**src/rtl/cpu_dma_if.sv**
```systemverilog
// cpu_dma_if: shared CPU bus as seen by the DMA engine.
//   master modport (DMA): drives A, D, R, W, busy; receives I.
//   slave modport (memory / bus mux): the reverse.
//   A    : 16-bit bus address
//   I    : memory read data, valid the cycle after A is presented
//   D    : write data
//   R/W  : read / write strobes
//   busy : DMA owns the bus; the top level muxes A/D/R/W from the DMA when 1
interface cpu_dma_if;
  logic [15:0] A;
  logic [7:0]  I;
  logic [7:0]  D;
  logic        R;
  logic        W;
  logic        busy;

  modport master (output A, D, R, W, busy, input I);
  modport slave  (input A, D, R, W, busy, output I);
endinterface

```
**src/rtl/cpu_dma.sv**
```systemverilog
// cpu_dma: multi-channel bus-master DMA beside the 6502 core.
// Channel 0 copies a source page to the fixed register DST0 (OAM-style);
// channels 1..CHANNELS-1 copy a source page to a destination page.
// Triggers are snooped from CPU writes; the CPU is stalled by gating its ce.
//
// Ports:
//   clock, reset_n  : clock, synchronous active-low reset
//   ce              : bus cycle enable; nothing advances when ce=0
//   cpu_m0          : CPU opcode-load cycle (safe point to take the bus)
//   cpu_A/Do/W      : snooped CPU address, write data, write strobe
//   cpu_ce          : ce & ~stall, to the CPU core
//   bus             : DMA bus master (A, I, D, R, W, busy)
//   done            : one-ce-cycle completion pulse per channel
//   irq             : completion interrupt for channels >= 1
//
// Build option: define DMA_IRQ_EN to enable irq (set on completion of any
// channel >= 1, cleared by a CPU write to EXT_BASE+15). Undefined: irq=0.
//
// state | meaning
// IDLE  | waiting for a pending channel and an instruction boundary
// HALT  | first stalled cycle, bus quiet
// ALIGN | extra dummy cycle when the halt landed on odd parity
// RD    | read strobe, A = {src, cnt}
// WR    | write strobe, D = I, A = DST0 or {dpg, cnt}
// DONE  | completion pulse; CPU already released
module cpu_dma #(
  parameter int          CHANNELS  = 2,
  parameter int          LEN       = 256,
  parameter logic [15:0] TRIG_BASE = 16'h4014,
  parameter logic [15:0] DST0      = 16'h2004,
  parameter logic [15:0] EXT_BASE  = 16'h5000
) (
  input  logic                clock,
  input  logic                reset_n,
  input  logic                ce,
  input  logic                cpu_m0,
  input  logic [15:0]         cpu_A,
  input  logic [7:0]          cpu_Do,
  input  logic                cpu_W,
  output logic                cpu_ce,
  cpu_dma_if.master           bus,
  output logic [CHANNELS-1:0] done,
  output logic                irq
);

  localparam int CW  = (LEN > 1) ? $clog2(LEN) : 1;
  localparam int CHW = (CHANNELS > 1) ? $clog2(CHANNELS) : 1;

  typedef enum logic [2:0] {
    S_IDLE, S_HALT, S_ALIGN, S_RD, S_WR, S_DONE
  } state_t;

  state_t                     state_q, state_d;
  logic [CHW-1:0]             ch_q, ch_d;
  logic [CW-1:0]              cnt_q, cnt_d;
  logic [CHANNELS-1:0]        pend_q, pend_d;
  logic [CHANNELS-1:0][7:0]   src_q, src_d;
  logic [CHANNELS-1:0][7:0]   dpg_q, dpg_d;
  logic                       parity_q, parity_d;
  logic                       stall_q, stall_d;
  logic                       busy_q, busy_d;
  logic                       r_q, r_d;
  logic                       w_q, w_d;
  logic [15:0]                a_q, a_d;
  logic [CHANNELS-1:0]        done_q, done_d;

  logic [CHW-1:0] sel;
  logic           sel_vld;
  logic [CW-1:0]  cnt_inc;
  logic           last;
  logic [15:0]    rd_addr;
  logic [15:0]    wr_addr;
  logic [15:0]    rd_addr_next;

  always_comb begin
    sel     = '0;
    sel_vld = 1'b0;
    for (int k = CHANNELS - 1; k >= 0; k--) begin
      if (pend_q[k]) begin
        sel     = CHW'(k);
        sel_vld = 1'b1;
      end
    end
  end

  // Byte addressing stays inside the page: the count never carries into the page byte.
  assign cnt_inc      = cnt_q + CW'(1);
  assign last         = (cnt_q == CW'(LEN - 1));
  assign rd_addr      = {src_q[ch_q], 8'(cnt_q)};
  assign rd_addr_next = {src_q[ch_q], 8'(cnt_inc)};
  assign wr_addr      = (ch_q == '0) ? DST0 : {dpg_q[ch_q], 8'(cnt_q)};

  always_comb begin
    state_d  = state_q;
    ch_d     = ch_q;
    cnt_d    = cnt_q;
    pend_d   = pend_q;
    src_d    = src_q;
    dpg_d    = dpg_q;
    parity_d = parity_q;
    stall_d  = stall_q;
    busy_d   = busy_q;
    r_d      = r_q;
    w_d      = w_q;
    a_d      = a_q;
    done_d   = done_q;

    if (ce) begin
      parity_d = ~parity_q;
      done_d   = '0;

      case (state_q)
        S_IDLE: begin
          if (sel_vld && cpu_m0) begin
            ch_d         = sel;
            pend_d[sel]  = 1'b0;
            stall_d      = 1'b1;
            busy_d       = 1'b1;
            state_d      = S_HALT;
          end
        end
        S_HALT: begin
          if (parity_q) begin
            state_d = S_ALIGN;
          end else begin
            state_d = S_RD;
            r_d     = 1'b1;
            a_d     = rd_addr;
          end
        end
        S_ALIGN: begin
          state_d = S_RD;
          r_d     = 1'b1;
          a_d     = rd_addr;
        end
        S_RD: begin
          state_d = S_WR;
          r_d     = 1'b0;
          w_d     = 1'b1;
          a_d     = wr_addr;
        end
        S_WR: begin
          w_d = 1'b0;
          if (last) begin
            // Stall drops as DONE is entered so the CPU runs during DONE itself.
            state_d      = S_DONE;
            cnt_d        = '0;
            done_d[ch_q] = 1'b1;
            stall_d      = 1'b0;
            busy_d       = 1'b0;
            a_d          = '0;
          end else begin
            state_d = S_RD;
            cnt_d   = cnt_inc;
            r_d     = 1'b1;
            a_d     = rd_addr_next;
          end
        end
        S_DONE: begin
          state_d = S_IDLE;
        end
        default: begin
          state_d = S_IDLE;
        end
      endcase

      // Snoop after the FSM so a re-trigger in the selection cycle stays pending.
      if (cpu_W) begin
        if (cpu_A == TRIG_BASE) begin
          src_d[0]  = cpu_Do;
          pend_d[0] = 1'b1;
        end
        for (int k = 1; k < CHANNELS; k++) begin
          if (cpu_A == EXT_BASE + 16'(2 * (k - 1))) begin
            dpg_d[k] = cpu_Do;
          end
          if (cpu_A == EXT_BASE + 16'(2 * (k - 1) + 1)) begin
            src_d[k]  = cpu_Do;
            pend_d[k] = 1'b1;
          end
        end
      end
    end
  end

  always_ff @(posedge clock) begin
    if (!reset_n) begin
      state_q  <= S_IDLE;
      ch_q     <= '0;
      cnt_q    <= '0;
      pend_q   <= '0;
      src_q    <= '0;
      dpg_q    <= '0;
      parity_q <= 1'b0;
      stall_q  <= 1'b0;
      busy_q   <= 1'b0;
      r_q      <= 1'b0;
      w_q      <= 1'b0;
      a_q      <= '0;
      done_q   <= '0;
    end else begin
      state_q  <= state_d;
      ch_q     <= ch_d;
      cnt_q    <= cnt_d;
      pend_q   <= pend_d;
      src_q    <= src_d;
      dpg_q    <= dpg_d;
      parity_q <= parity_d;
      stall_q  <= stall_d;
      busy_q   <= busy_d;
      r_q      <= r_d;
      w_q      <= w_d;
      a_q      <= a_d;
      done_q   <= done_d;
    end
  end

`ifdef DMA_IRQ_EN
  logic irq_q, irq_d;

  always_comb begin
    irq_d = irq_q;
    if (ce) begin
      if (cpu_W && (cpu_A == EXT_BASE + 16'd15)) begin
        irq_d = 1'b0;
      end
      // Set is evaluated last so it wins over a same-cycle clear.
      if ((state_q == S_WR) && last && (ch_q != '0)) begin
        irq_d = 1'b1;
      end
    end
  end

  always_ff @(posedge clock) begin
    if (!reset_n) begin
      irq_q <= 1'b0;
    end else begin
      irq_q <= irq_d;
    end
  end

  assign irq = irq_q;
`else
  assign irq = 1'b0;
`endif

  assign cpu_ce   = ce & ~stall_q;
  assign done     = done_q;
  assign bus.A    = a_q;
  assign bus.R    = r_q;
  assign bus.W    = w_q;
  assign bus.busy = busy_q;
  // The byte read in RD arrives on I during WR and is forwarded unregistered.
  assign bus.D    = w_q ? bus.I : 8'h00;

endmodule

```
**src/flat_wrapper.sv**
```systemverilog
// flat-port wrapper written by rule: the top's interface ports become plain ports
module cpu_dma_flat 
#(
  parameter int          CHANNELS  = 2,
  parameter int          LEN       = 256,
  parameter logic [15:0] TRIG_BASE = 16'h4014,
  parameter logic [15:0] DST0      = 16'h2004,
  parameter logic [15:0] EXT_BASE  = 16'h5000
)
  (clock, reset_n, ce, cpu_m0, cpu_A, cpu_Do, cpu_W, cpu_ce, done, irq, bus_A, bus_D, bus_R, bus_W, bus_busy, bus_I);
  cpu_dma_if bus_i ();
  input  logic clock;
  input  logic reset_n;
  input  logic ce;
  input  logic cpu_m0;
  input  logic [15:0] cpu_A;
  input  logic [7:0] cpu_Do;
  input  logic cpu_W;
  output logic cpu_ce;
  output logic [CHANNELS-1:0] done;
  output logic irq;
  output wire logic [$bits(bus_i.A)-1:0] bus_A;
  output wire logic [$bits(bus_i.D)-1:0] bus_D;
  output wire logic [$bits(bus_i.R)-1:0] bus_R;
  output wire logic [$bits(bus_i.W)-1:0] bus_W;
  output wire logic [$bits(bus_i.busy)-1:0] bus_busy;
  input wire logic [$bits(bus_i.I)-1:0] bus_I;
  assign bus_A = bus_i.A;
  assign bus_D = bus_i.D;
  assign bus_R = bus_i.R;
  assign bus_W = bus_i.W;
  assign bus_busy = bus_i.busy;
  assign bus_i.I = bus_I;
  cpu_dma #(.CHANNELS(CHANNELS), .LEN(LEN), .TRIG_BASE(TRIG_BASE), .DST0(DST0), .EXT_BASE(EXT_BASE)) u_core (.clock(clock), .reset_n(reset_n), .ce(ce), .cpu_m0(cpu_m0), .cpu_A(cpu_A), .cpu_Do(cpu_Do), .cpu_W(cpu_W), .cpu_ce(cpu_ce), .bus(bus_i), .done(done), .irq(irq));
endmodule
```
**config.mk**
```make
export PLATFORM = sky130hd
export DESIGN_NAME = cpu_dma_flat
export DESIGN_NICKNAME = d
export VERILOG_FILES = /design/src/rtl/cpu_dma_if.sv /design/src/rtl/cpu_dma.sv /design/src/flat_wrapper.sv
export SDC_FILE = /design/constraint.sdc
export NUM_CORES = 1
export LEC_CHECK = 0
export CORE_AREA = 3 3 72 108
export CTS_CLUSTER_SIZE = 16
export DETAILED_ROUTE_END_ITERATION = 10
export DIE_AREA = 0 0 75 111
export PLACE_DENSITY = 0.78
export SLEW_MARGIN = 5
export SYNTH_ARGS = -nofsm -noshare
export SYNTH_HDL_FRONTEND = slang
export SYNTH_SLANG_ARGS = --single-unit
```
**constraint.sdc**
```tcl
create_clock -name clock -period 1.89 [get_ports clock]
set_input_delay 0.2835 -clock clock [delete_from_list [all_inputs] [get_ports clock]]
set_output_delay 0.2835 -clock clock [all_outputs]
set_load 0.05 [all_outputs]
```
==> run metrics, run 1 <==
Mapped Nets=393; Worst Path Required=1.61 ns; Die Span Y=111 um; H-tree lvl count=3; Max Transition Viols Final=0; post-synthesis sequential area ratio=42.3%; Hold Crit Class=register to register; Syn. warnings=0; DR vias=2806; Starting Density=41.2%; cts repair resizes=0; mux contribution to synthesized area=5.64%; core footprint=6900 um^2; area growth from synthesis to final layout=43.2%; top-level I/O count=68; status=complete, no violations; critical path class=register to primary output; ranking of synthesized cells by area=dfxtp_1 42%, a21oi_1 6.7%, mux2i_1 5.6%, o21ai_0 5.1%, nand3_1 4.6%; initial antenna violation count=0; Pint=2330 uW; final WL=7380 um; clock sink count=60; cell with the most instances after synthesis=dfxtp_1; skew final=0.00593 ns; FF+latch area=1200 um^2; number of port buffers=66; crit-path leading delay family=buffers and inverters; Post-DRT Antenna Nets=0; worst-margin pin slew=0.519 ns; largest family of logic cells by synthesized area=simple AND/OR/NAND/NOR gates; clock-pin slew on the worst setup and hold paths=0.07 ns; nets@finish=469; Compound-Gate Fraction of Synth Area=20.5%; # diodes=0; Synth top area share=42.3%; min Tclk post-route=1.82 ns; max cap viols=0; share of cells above drive strength 1=13.5%; Post CTS Setup Buffer Count=0; Post-synth EDFFs=0; vias per std cell=5.46; critical path cell sequence=clkdlybuf4s50_1; P per Cell Area=754 nW/um^2; switching share of power=24.0%; top_reg_cell synth=dfxtp_1; Max Clk Rate=0.550 GHz; row count=37; largest net degree at the start of global routing=40; Worst slew margin=65.3%; Sw Pwr=737 uW; hold depth=2; worst vdd ir=525 uV; critical path arrival=1.53 ns; vias in the first global route=2646; # DRC=0; period utilisation layout=96.2%; die footprint=8330 um^2; CTS Hold Bufs=0; setup tns final=0 ns; clk buf depth=2; sequential cell fraction of total power=42.5%; R2R Setup Slk=0.13 ns; Worst-Skew Late Latency=0.34 ns; Placer Congestion=0.885; clock share of power=46.4%; reg2reg path depth=6; number of setup violations in the final report=0; HP Start=u_core.dpg_q[9]; CTS root buffer=clkbuf_8; wire length per cell=14.4 um; critical path's largest stage delay=0.82 ns; GRT Total Usage=18.5%; multi-input logic area=1510 um^2; first-pass GRT wire length=12100 um; peak fanout along the critical path=4; fillers=593; endpoints failing hold=0; Bufs and invs on worst path=1; xor/xnor cell area share of the yosys netlist=0.617%; DIE WIDTH=75 um; gr ovfl total=0; Mapped Cells=355; RSZ-0062 raised after global routing=no; Post-synth ARST share=0%; reg2reg end=u_core.bus.A[15]; Synth Area in Adders=0.441%; synthesized cell area=2840 um^2; worst setup margin=0.0722 ns; Comb pwr share=11.1%; pre-CTS setup slack=0.0293 ns; 1st-pass router iterations=4; dpl hpwl=5500 um; critical path's slowest cell=clkdlybuf4s50_1; CTS Buf Count=9; number of distinct library cells after synthesis=48; CTS tree=built; Critical R2R Launch=u_core.state_q[2]; crit end category=primary output; Iteration-0 DRC Markers=130; simple logic cell fraction of the synthesized area=25.8%; synthesized area per cell=8.00 um^2; Yosys top cell by area=dfxtp_1; most frequent cells after synthesis=60 x dfxtp_1, 38 x a21oi_1, 33 x nor2_1; Worst Setup Start Kind=register; Leak Pwr=0.00154 uW; number of synthesized register bits=60; Worst Hold Endpoint=u_core.dpg_q[9]
-- worst max path at each step --
stage	start	end	slack [ns]	depth (start not counted)
after floorplan	ce	cpu_ce	0.01	3
after global placement	cpu_A[1]	u_core.dpg_q[11]	0.09	7
after detailed placement	cpu_A[11]	u_core.src_q[6]	0.03	7
after CTS	u_core.stall_q	bus_busy	0.05	1
after global routing	u_core.stall_q	bus_busy	0.04	1
final	u_core.stall_q	bus_busy	0.07	1
-- worst min-delay path, cell delays in order (launching register included) --
cell,delay (ns)
dfxtp_1,0.31
nand2_1,0.05
o21ai_1,0.05
-- final cells by class --
class,instances,share of cell area [%]
clock buffers,9,3.05
inverters,2,0.185
flip-flops and latches,60,29.5
repair buffers,93,24.6
well taps,78,2.40
multi-input cells,265,37.1
clock inverters,7,3.05
-- placed cells by master (no fill, tap or decap), types with 7 or more instances in the layout --
master	instances
nand3_1	26
o21ai_1	11
nor3_1	7
o21ai_0	29
a21oi_1	38
clkbuf_8	9
nor2_1	33
mux2i_1	16
and2_1	11
clkdlybuf4s50_1	56
nand2_1	32
buf_4	24
buf_12	13
dfxtp_1	60
a31oi_1	7
-- power groups by stage --
| stage | sequential [uW] | clock (uW) | combinational, uW |
|---|---|---|---|
| final | 1300 | 1420 | 341 |
| after global routing | 1310 | 1520 | 362 |
| after floorplan | 1400 | 0 | 103 |
| after detailed placement | 1330 | 0 | 342 |
| after CTS | 1300 | 1450 | 343 |
| after global placement | 1330 | 0 | 336 |
-- through the flow --
step           area [um^2]  hold slack (ns)  util, %  instances  total power [uW]
3_5_place_dp          3820            0.442     55.3        498              1670
3_3_place_gp          3820            0.437     55.3        498              1670
5_1_grt               4070            0.466     58.9        514              3180
6_report              4070            0.448     58.9        514              3070
2_1_floorplan         2840            0.416        -        355              1510
4_1_cts               4070            0.451     58.9        514              3090
-- kinds of logic after synthesis --
kind of cell / after synthesis
multiplexers: 16
other: 1
adder cells (fa/ha/maj): 1
XOR/XNOR: 2
buffers and inverters: 30
AO/OA/AOI/OAI: 101
AND/OR/NAND/NOR: 144
flip-flops: 60
-- metal layers --
| layer | global-route usage (%) | share of wire, % | vias up |
|---|---|---|---|
| li1 | - | - | 1411 |
| met1 | 19.6 | 38 | 1314 |
| met2 | 33.6 | 55 | 65 |
| met3 | 4.26 | 3.8 | 16 |
| met4 | 7.48 | 3.1 | 0 |
| met5 | 0 | 0 | - |
-- flip-flops by register name, summed over array words and instances, names as in the netlist --
| register | count |
|---|---|
| u_core.bus.A | 16 |
| u_core.src_q | 16 |
| u_core.cnt_q | 8 |
| u_core.dpg_q | 8 |
| u_core.state_q | 3 |
| u_core.done | 2 |
| u_core.pend_q | 2 |
| u_core.bus.R | 1 |
| u_core.bus.W | 1 |
| u_core.ch_q | 1 |
| u_core.parity_q | 1 |
| u_core.stall_q | 1 |
Note: power is estimated with default switching activity, not from simulation.
==> run 2: changes to the inputs <==
- PLACE_DENSITY: 0.78 -> 0.72
==> run 2 against run 1 <==
Effect of this change: count of clock-buffer cells in the layout grew 1; register-to-register slack is essentially flat; sequential share of layout area grew 0.31 points; core utilization shrank 0.62 points; global-route usage grew 0.14 points; worst setup slack gained 0.00051 ns; critical path type unchanged; largest power group unchanged.
==> run metrics, run 2 (synthesis gave the netlist of run 1 again) <==
vias per std cell=5.40 (-1.1%); hold depth=2 (unchanged); dpl hpwl=5380 um (-2.1%); Iteration-0 DRC Markers=293 (+130%); Worst Setup Start Kind=register; share of cells above drive strength 1=13.3% (-0.20 points); critical path's slowest cell=clkdlybuf4s50_1; top-level I/O count=68 (unchanged); largest net degree at the start of global routing=43 (+7.5%); R2R Setup Slk=0.13 ns (about the same); # diodes=0 (unchanged); gr ovfl total=0 (unchanged); CTS Hold Bufs=0 (unchanged); CTS Buf Count=9 (unchanged); HP Start=u_core.dpg_q[13]; cts repair resizes=0 (unchanged); crit end category=primary output; Post CTS Setup Buffer Count=0 (unchanged); number of port buffers=66 (unchanged); commonest non-fill, non-tap cell in the layout=dfxtp_1; DR vias=2771 (-1.2%); status=complete, no violations; Worst Path Required=1.61 ns (about the same); CTS tree=built; period utilisation layout=96.2% (about the same); Hold Crit Class=register to register; Max Clk Rate=0.550 GHz (about the same); peak fanout along the critical path=4 (unchanged); wire length per cell=14.5 um (+1.3%); min Tclk post-route=1.82 ns (-0.000513 ns); CTS root buffer=clkbuf_8; critical path arrival=1.53 ns (about the same); Worst slew margin=65.7% (+0.37 points); vias in the first global route=2699 (+2.0%); RSZ-0062 raised after global routing=no; worst vdd ir=650 uV (+24%); Max Transition Viols Final=0 (unchanged); GRT Total Usage=18.7% (+0.14 points); core footprint=6900 um^2 (unchanged); clock sink count=60 (unchanged); Critical R2R Launch=u_core.cnt_q[0]; first-pass GRT wire length=12100 um (+0.12%); final WL=7460 um (+1.1%); die footprint=8330 um^2 (unchanged); 1st-pass router iterations=5 (+1); critical path class=register to primary output; Die Span Y=111 um (unchanged); area growth from synthesis to final layout=41.7%; P per Cell Area=733 nW/um^2 (-2.8%); most frequent cells in the layout=60 x dfxtp_1, 56 x clkdlybuf4s50_1, 38 x a21oi_1, 33 x nor2_1, 32 x nand2_1; # DRC=0 (unchanged); Starting Density=41.2% (unchanged); setup tns final=0 ns (unchanged); FF+latch area=1200 um^2 (unchanged); worst-margin pin slew=0.513 ns (-0.00559 ns); number of setup violations in the final report=0 (unchanged); Placer Congestion=0.887 (+0.24%); reg2reg path depth=6 (unchanged); multi-input logic area=1510 um^2 (unchanged); Worst Hold Endpoint=u_core.dpg_q[13]; total power=2950 uW (-3.8%); skew final=0.00917 ns (+0.00324 ns); crit-path leading delay family=buffers and inverters; H-tree lvl count=3 (unchanged); max cap viols=0 (unchanged); Bufs and invs on worst path=1 (unchanged); clock-pin slew on the worst setup and hold paths=0.07 ns (about the same); Post-DRT Antenna Nets=0 (unchanged); DIE WIDTH=75 um (unchanged); fillers=581 (-2.0%); clk buf depth=2 (unchanged); reg2reg end=u_core.state_q[1]; endpoints failing hold=0 (unchanged); Leak Pwr=0.00151 uW (-1.5%); Worst-Skew Late Latency=0.35 ns (about the same); critical path cell sequence=clkdlybuf4s50_1; initial antenna violation count=0 (unchanged); row count=37 (unchanged); critical path's largest stage delay=0.82 ns (about the same); nets@finish=468 (-0.21%)
run 2: cell count changes in the layout (fill, tap and decap cells not counted), sizes merged:
cell and change:
bufinv -1, buf -1, clkinv -1, clkinvlp +2, inv -1, clkbuf +1
run 2: worst max-delay path by stage:
stage                        start              end  slack [ns]  cells after the start
floorplan                       ce           cpu_ce        0.01                      3
global placement          cpu_A[1]  u_core.dpg_q[9]        0.07                      7
detailed placement       cpu_A[10]  u_core.src_q[5]        0.03                      7
CTS                 u_core.stall_q         bus_busy        0.05                      1
global route        u_core.stall_q         bus_busy        0.01                      1
finish              u_core.stall_q         bus_busy        0.07                      1
run 2: metrics by stage:
step	worst slack [ns]	hold slack (ns)	utilization, %	instance area [um^2]	cells
2_1_floorplan	0.0142	0.416	-	2840	355
3_3_place_gp	0.0750	0.435	55.1	3800	497
3_5_place_dp	0.0303	0.440	55.1	3800	497
4_1_cts	0.0481	0.448	58.3	4020	513
5_1_grt	0.0113	0.469	58.3	4020	513
6_report	0.0727	0.448	58.3	4020	513
run 2: cell type report:
cell class | instances | area share (%)
sequential | 60 | 29.9
inverter | 2 | 0.187
timing repair buffer | 92 | 24.4
clock buffer | 10 | 3.42
multi-input combinational | 265 | 37.5
clock inverter | 6 | 2.18
tap | 78 | 2.43
run 2: worst reg2reg max path, stage by stage (launching register included):
cell and delay, ns:
dfxtp_1 0.39, ha_1 0.26, and3_1 0.23, nand3_1 0.26, a31oi_1 0.28, o221a_2 0.21, nor2_1 0.03
run 2: per-layer routing:
metal  vias to the layer above  GRT usage [%]  routed length [um]
li1                       1415              -                   -
met1                      1268           19.5                2960
met2                        69           33.2                3990
met3                        19           4.54                 290
met4                         0           8.91                 222
met5                         -              0                   0
run 2: where the power goes:
| part | internal [uW] | total (uW) | leakage [uW] | switching, uW |
|---|---|---|---|---|
| sequential | 1290 | 1300 | 0.000485 | 13.4 |
| clock | 775 | 1310 | 0.000105 | 531 |
| combinational | 155 | 341 | 0.000926 | 186 |
